## src/rtl/alu_arb_pkg.sv

```systemverilog
`default_nettype none
// ============================================================================
// Module   : alu_arb_pkg
// Brief    : Shared widths, FSM state type and opcode helper for alu_arbiter.
// Revision : 1.0 - initial release
// ============================================================================
package alu_arb_pkg;

  localparam int OPW   = 8;
  localparam int SELW  = 3;
  localparam int ADDRW = 4;
  localparam int RESW  = 9;
  localparam int CNTW  = 16;

  localparam logic [SELW-1:0] SEL_MAX = 3'd5;

  typedef enum logic [1:0] {
    IDLE  = 2'd0,
    EXEC  = 2'd1,
    WRITE = 2'd2
  } state_t;

  function automatic logic sel_illegal(input logic [SELW-1:0] sel);
    return (sel > SEL_MAX);
  endfunction

endpackage
`default_nettype wire

```

## src/rtl/rr_arb2.sv

```systemverilog
`default_nettype none
// ============================================================================
// Module   : rr_arb2
// Brief    : Two-way round-robin grant; pointer names the favoured requester.
// Revision : 1.0 - initial release
// ============================================================================
module rr_arb2 (
  input  logic [1:0] valid,
  input  logic       pointer,
  input  logic       advance,
  output logic [1:0] grant
);

  always_comb begin
    grant = 2'b00;
    if (advance) begin
      case (valid)
        2'b01:   grant = 2'b01;
        2'b10:   grant = 2'b10;
        2'b11:   grant = pointer ? 2'b10 : 2'b01;
        default: grant = 2'b00;
      endcase
    end
  end

endmodule
`default_nettype wire

```

## src/rtl/alu_arbiter.sv

```systemverilog
`default_nettype none
// ============================================================================
// Module   : alu_arbiter
// Brief    : Round-robin sharing of one ALU between two requesters, with the
//            result written to a result memory. Define ALU_ARB_STATS_EN to add
//            saturating per-requester grant counters.
// Revision : 1.0 - initial release
// ============================================================================
module alu_arbiter
  import alu_arb_pkg::*;
#(
  parameter int ALU_LAT = 1
) (
  input  logic             clk,
  input  logic             rst,
  input  logic             req0_valid,
  output logic             req0_ready,
  input  logic [OPW-1:0]   req0_a,
  input  logic [OPW-1:0]   req0_b,
  input  logic [SELW-1:0]  req0_sel,
  input  logic [ADDRW-1:0] req0_addr,
  input  logic             req1_valid,
  output logic             req1_ready,
  input  logic [OPW-1:0]   req1_a,
  input  logic [OPW-1:0]   req1_b,
  input  logic [SELW-1:0]  req1_sel,
  input  logic [ADDRW-1:0] req1_addr,
  output logic [OPW-1:0]   alu_a,
  output logic [OPW-1:0]   alu_b,
  output logic [SELW-1:0]  alu_sel,
  input  logic [RESW-1:0]  alu_c,
  output logic             mem_we,
  output logic [ADDRW-1:0] mem_addr,
  output logic [RESW-1:0]  mem_wdata,
  output logic             done0,
  output logic             done1,
  output logic             err
`ifdef ALU_ARB_STATS_EN
  ,
  output logic [CNTW-1:0]  gnt_cnt0,
  output logic [CNTW-1:0]  gnt_cnt1
`endif
);

  localparam int             LATW     = 3;
  localparam logic [LATW-1:0] LAST_CYC = LATW'(ALU_LAT - 1);

  state_t           r_state;
  state_t           w_state_nxt;
  logic             r_ptr;
  logic             r_who;
  logic [OPW-1:0]   r_a;
  logic [OPW-1:0]   r_b;
  logic [SELW-1:0]  r_sel;
  logic [ADDRW-1:0] r_addr;
  logic [RESW-1:0]  r_res;
  logic [LATW-1:0]  r_lat_cnt;

  logic [1:0]       w_grant;
  logic             w_advance;
  logic             w_accept;
  logic             w_last_exec;

  // Grants only in IDLE and never while reset is held, so ready is 0 under rst.
  assign w_advance   = (r_state == IDLE) && !rst;
  assign w_accept    = |w_grant;
  assign w_last_exec = (r_state == EXEC) && (r_lat_cnt == LAST_CYC);

  rr_arb2 u_rr_arb2 (
    .valid   ({req1_valid, req0_valid}),
    .pointer (r_ptr),
    .advance (w_advance),
    .grant   (w_grant)
  );

  always_ff @(posedge clk or posedge rst) begin
    if (rst) begin
      r_state <= IDLE;
    end else begin
      r_state <= w_state_nxt;
    end
  end

  always_comb begin
    w_state_nxt = r_state;
    case (r_state)
      IDLE:    if (w_accept) w_state_nxt = EXEC;
      EXEC:    if (w_last_exec) w_state_nxt = WRITE;
      WRITE:   w_state_nxt = IDLE;
      default: w_state_nxt = IDLE;
    endcase
  end

  always_comb begin
    req0_ready = w_grant[0];
    req1_ready = w_grant[1];
    mem_we     = 1'b0;
    mem_addr   = '0;
    mem_wdata  = '0;
    done0      = 1'b0;
    done1      = 1'b0;
    err        = 1'b0;
    if (r_state == WRITE) begin
      mem_we    = 1'b1;
      mem_addr  = r_addr;
      mem_wdata = r_res;
      done0     = !r_who;
      done1     = r_who;
      err       = sel_illegal(r_sel);
    end
  end

  // The operand latches double as the ALU drive: they change only on accept,
  // so the ALU sees the new operation from the first EXEC cycle and holds it.
  assign alu_a   = r_a;
  assign alu_b   = r_b;
  assign alu_sel = r_sel;

  always_ff @(posedge clk or posedge rst) begin
    if (rst) begin
      r_ptr     <= 1'b0;
      r_who     <= 1'b0;
      r_a       <= '0;
      r_b       <= '0;
      r_sel     <= '0;
      r_addr    <= '0;
      r_res     <= '0;
      r_lat_cnt <= '0;
    end else begin
      if (w_accept) begin
        r_ptr     <= w_grant[0];
        r_who     <= w_grant[1];
        r_a       <= w_grant[1] ? req1_a    : req0_a;
        r_b       <= w_grant[1] ? req1_b    : req0_b;
        r_sel     <= w_grant[1] ? req1_sel  : req0_sel;
        r_addr    <= w_grant[1] ? req1_addr : req0_addr;
        r_lat_cnt <= '0;
      end else if ((r_state == EXEC) && !w_last_exec) begin
        r_lat_cnt <= r_lat_cnt + LATW'(1);
      end
      if (w_last_exec) begin
        r_res <= alu_c;
      end
    end
  end

`ifdef ALU_ARB_STATS_EN
  logic [CNTW-1:0] r_gnt_cnt0;
  logic [CNTW-1:0] r_gnt_cnt1;

  always_ff @(posedge clk or posedge rst) begin
    if (rst) begin
      r_gnt_cnt0 <= '0;
      r_gnt_cnt1 <= '0;
    end else begin
      if (w_grant[0] && (r_gnt_cnt0 != '1)) r_gnt_cnt0 <= r_gnt_cnt0 + CNTW'(1);
      if (w_grant[1] && (r_gnt_cnt1 != '1)) r_gnt_cnt1 <= r_gnt_cnt1 + CNTW'(1);
    end
  end

  assign gnt_cnt0 = r_gnt_cnt0;
  assign gnt_cnt1 = r_gnt_cnt1;
`else
  // Statistics counters are not built in this configuration.
`endif

endmodule
`default_nettype wire

```

## config.mk

```make
export PLATFORM = sky130hd
export DESIGN_NAME = alu_arbiter
export DESIGN_NICKNAME = d
export VERILOG_FILES = /design/src/rtl/alu_arb_pkg.sv /design/src/rtl/rr_arb2.sv /design/src/rtl/alu_arbiter.sv
export SDC_FILE = /design/constraint.sdc
export NUM_CORES = 1
export LEC_CHECK = 0
export BUFFER_PORTS_ARGS = -buffer_cell sky130_fd_sc_hd__buf_2
export CAP_MARGIN = 20
export CORE_MARGIN = 2
export CORE_UTILIZATION = 44
export DETAILED_ROUTE_END_ITERATION = 8
export PLACE_DENSITY = 0.78
export SLEW_MARGIN = 20
export SYNTH_ARGS = -nofsm -noshare
export SYNTH_HDL_FRONTEND = slang
export SYNTH_SLANG_ARGS = --single-unit
```

## constraint.sdc

```tcl
create_clock -name clk -period 3.1 [get_ports clk]
set_input_delay 0.62 -clock clk [delete_from_list [all_inputs] [get_ports clk]]
set_output_delay 0.62 -clock clk [all_outputs]
set_load 0.05 [all_outputs]
```

==> Flow_metrics.wiki <==
{| class="wikitable"
! Metric !! Value
|-
| Nets@finish || ~380
|-
| Number of DRC markers in iteration 0 || 95
|-
| Clock Latency Late Sink || 0.29 ns
|-
| Detailed-route via count || 2051
|-
| Core box area || between 4000 and 5000 um2
|-
| Most instantiated library cell after synthesis || sky130_fd_sc_hd__dfrtp_1
|-
| Top FF cell, synth || sky130_fd_sc_hd__dfrtp_1
|-
| Leakage power figure || 1.38 nW
|-
| Netlist cell types || 30
|-
| Final setup slack of the worst path || roughly 0.72 ns
|-
| Width of the die || 74.5 um
|-
| First-pass GRT wire length || approximately 8500 um
|-
| Overall Power || 0.00285 W
|-
| Number of non-filler instances in the completed layout || 390
|-
| CP startpoint kind || flop
|-
| Endpoints failing setup || 0
|-
| Class of the worst hold path || input pin to asynchronous set/reset pin
|-
| Detailed-route DRC error count || 0
|-
| Post-synthesis average cell area || roughly 9.4 um2
|-
| Post-Syn Nets || between 200 and 300
|-
| Die boundary height || 74.5 um
|-
| Clock tree from TritonCTS || done
|-
| Count of hold-fix buffers inserted at cts || 0
|-
| Floorplan die area || 5560 um2
|-
| Number of antenna-violating nets in the routed design || 0
|-
| Count of max-cap constraint violations || 0
|-
| Required time at the endpoint of the critical path || approximately 2.5 ns
|-
| Highest Clock Rate || 421 MHz
|-
| Placed cell count || 382
|-
| Fin crit share || 76.7%
|-
| Cells after synthesis || 234
|-
| Power density over cell area || 1010 nW/um2
|-
| Boundary pin count || 97
|-
| Worst setup slack after placement || between 0.9 and 1 ns
|-
| Capturing element type of the critical path || output pin
|-
| Most area-consuming cells after synthesis || sky130_fd_sc_hd__dfrtp_1, sky130_fd_sc_hd__o22a_1, sky130_fd_sc_hd__o211ai_1, sky130_fd_sc_hd__a31oi_1, sky130_fd_sc_hd__inv_1
|-
| Final weighted congestion of routability-driven global placement || 0.711
|-
| Setup slack, reg-to-reg || about 1.3 ns
|-
| Post-detailed-route wirelength per cell || 13.8 um
|-
| FFs w/ async S/R, synth || 100%
|-
| Number of detailed-routing iterations run before antenna repair || 4
|-
| Capture point of the critical path || mem_addr[3]
|-
| Worst hold slack across all endpoints || 0.444 ns
|-
| Startpoint of the worst register-to-register path || r_state[0]$_DFFE_PP0P_
|-
| Highest fanout seen on the critical path || 9
|-
| Worst-Margin Slew || 0.933 ns
|-
| Number of flops mapped to enable cells by yosys || 0
|-
| Area grow syn2layout || 28.5%
|-
| Final Hold Fails || 0
|-
| Kind of critical path || flop to output pin
|-
| Clk root buf || sky130_fd_sc_hd__clkbuf_8
|-
| Leading cell types by count after synthesis || sky130_fd_sc_hd__dfrtp_1, sky130_fd_sc_hd__inv_1, sky130_fd_sc_hd__nand2_1
|-
| Setup repair after global routing missed its margin || false
|-
| Netlist Area Pre-Place || 2190 um2
|-
| CTS-repair resized insts || 0
|-
| CP Launch Point || r_state[1]$_DFFE_PP0P_
|-
| Port Buffer Count || 96
|-
| Via count of the first global-routing pass || 1938
|-
| Starting density of the core || 46.1%
|-
| Wire length reported by the detailed router || 5380 um
|-
| Maximum clock skew at final layout || 0.0114 ns
|-
| Maximum buffer depth of the clock tree || 2
|-
| Final-report max-slew violation count || 0
|-
| Number of sinks driven by the clock tree || 39
|-
| Initial antenna violation count || 0
|-
| Status || complete, no violations
|-
| Number of rows created at floorplan || 25
|-
| Leftover overflow at the end of global routing || 0
|-
| Share of post-route cells with drive strength above 1 || a little over a third
|-
| Post-CTS setup buffer count || 0
|-
| Worst supply voltage drop on vdd || 0.467 mV
|-
| Fill count || 460
|-
| Worst r2r path cells || 4
|-
| Number of H-tree branching levels || 2
|-
| Biggest area consumer among synthesized cells || sky130_fd_sc_hd__dfrtp_1
|-
| Worst slew margin relative to its limit || 37.4%
|-
| Proportion of synthesized chip area in sequential cells || 44.6%
|-
| Final min period || ~2.4 ns
|-
| Pin count of the biggest net entering global routing || 48
|-
| All-layer global routing usage || about a fifth
|-
| Reg2Reg Capture Point || r_addr[2]$_DFFE_PP0P_
|-
| Yosys warning total || 0
|-
| CTS clock-pin slew for the worst setup and hold paths || 0.08 ns
|-
| Post-DP HPWL || 3840 um
|-
| Final antenna diode count || 0
|-
| CTS Buf Count || 5
|-
| Portion of synthesized cell area occupied by the leading cell type || 44.6%
|-
| CP arrival || approximately 1.8 ns
|-
| Seq cells post-synth || 39
|-
| Total Neg Setup Slack || 0 ns
|-
| Detailed-route vias per instance || 5.26
|}
[stage by stage]
step | cell area, um2 | utilization, %
finish | 2810 | 59.2
global route | 2810 | 59.2
CTS | 2810 | 59.2
detailed placement | 2700 | 56.8
global placement | 2700 | 56.8
floorplan | 2190 | -
[layer usage]
layer / up-vias / routed length, um / GRT usage [%] / part of all wire [%]
met5: - / 0 / 0 / 0
met4: 0 / 46 / 7.34 / 0.86
met3: 7 / 345 / 4.61 / 6.4
met2: 69 / 2610 / 33.2 / 48
met1: 974 / 2380 / 24.7 / 44
li1: 1001 / - / - / -
[registers in the layout (all words and copies together) (netlist names)]
name,count
alu_a,8
alu_sel,3
r_lat_cnt,3
r_addr,4
r_who,1
alu_b,8
r_res,9
r_ptr,1
r_state,2
[area by class of cell]
type	instances	area (um2)	share of cell area, %
Clock buffer	5	68.8	2.45
Clock inverter	3	43.8	1.56
Inverter	29	109	3.87
Multi-Input combinational cell	143	991	35.2
Sequential cell	39	976	34.7
Tap cell	67	83.8	2.98
Timing Repair Buffer	104	541	19.2
[worst min-delay path by stage]
stage,start,to,cells after the start
2_1_floorplan,r_res[0]$_DFFE_PP0P_,r_res[0]$_DFFE_PP0P_,1
3_3_place_gp,r_res[5]$_DFFE_PP0P_,r_res[5]$_DFFE_PP0P_,1
3_5_place_dp,r_res[6]$_DFFE_PP0P_,r_res[6]$_DFFE_PP0P_,1
4_1_cts,rst,r_res[5]$_DFFE_PP0P_,2
5_1_grt,rst,r_state[0]$_DFFE_PP0P_,2
6_report,rst,r_state[1]$_DFFE_PP0P_,2
[cell usage in the layout, fill, tap and decap left out]
cell type and instances:
sky130_fd_sc_hd__nand2b_1 2, sky130_fd_sc_hd__a31oi_1 23, sky130_fd_sc_hd__a21oi_1 3, sky130_fd_sc_hd__dfrtp_1 39, sky130_fd_sc_hd__inv_1 28, sky130_fd_sc_hd__nor2b_2 1
sky130_fd_sc_hd__clkinv_2 1, sky130_fd_sc_hd__a21o_1 1, sky130_fd_sc_hd__or4_1 1, sky130_fd_sc_hd__ha_1 2, sky130_fd_sc_hd__and3_1 2, sky130_fd_sc_hd__nor2b_1 2
sky130_fd_sc_hd__nand3_1 1, sky130_fd_sc_hd__o22a_1 23, sky130_fd_sc_hd__buf_2 96, sky130_fd_sc_hd__clkinv_4 1, sky130_fd_sc_hd__mux2_1 9, sky130_fd_sc_hd__nor3b_1 1
sky130_fd_sc_hd__o21ai_0 3, sky130_fd_sc_hd__nor3_4 1, sky130_fd_sc_hd__and2_4 1, sky130_fd_sc_hd__or2_0 1, sky130_fd_sc_hd__nand2_1 24, sky130_fd_sc_hd__and2_1 15
sky130_fd_sc_hd__o211ai_1 23, sky130_fd_sc_hd__or3b_1 1, sky130_fd_sc_hd__o21ai_1 1, sky130_fd_sc_hd__clkinv_1 1, sky130_fd_sc_hd__clkbuf_8 5, sky130_fd_sc_hd__o21bai_1 1
sky130_fd_sc_hd__or3_1 1, sky130_fd_sc_hd__buf_4 8, sky130_fd_sc_hd__bufinv_16 1
[power breakdown]
group	leakage [nW]	internal, W	switching, W	total, W
combinational	0.882	0.000468	0.00109	0.00156
sequential	0.444	0.000737	0.000126	0.000863
clock	0.0581	0.000240	0.000184	0.000423
total	1.38	0.00145	0.00140	0.00285
[worst max-delay path, cell delays in order (launching register included)]
cell                      delay (ns)
sky130_fd_sc_hd__dfrtp_1        0.41
sky130_fd_sc_hd__nor2b_1        0.44
sky130_fd_sc_hd__buf_4          0.23
sky130_fd_sc_hd__and2_1         0.13
sky130_fd_sc_hd__buf_2          0.25
[cells by family (layout without fill, tap and decap cells)]
logic type | count (synthesis) | in the layout | share of synthesized area [%]
flip-flops | 39 | 39 | 44.6
multiplexers | 9 | 9 | 4.63
buffers and inverters | 52 | 141 | 10.6
AND/OR/NAND/NOR | 54 | 54 | 13.1
adder cells (fa/ha/maj) | 2 | 2 | 1.14
AO/OA/AOI/OAI | 78 | 78 | 25.9
No activity file was read; power rests on OpenSTA's default activity.
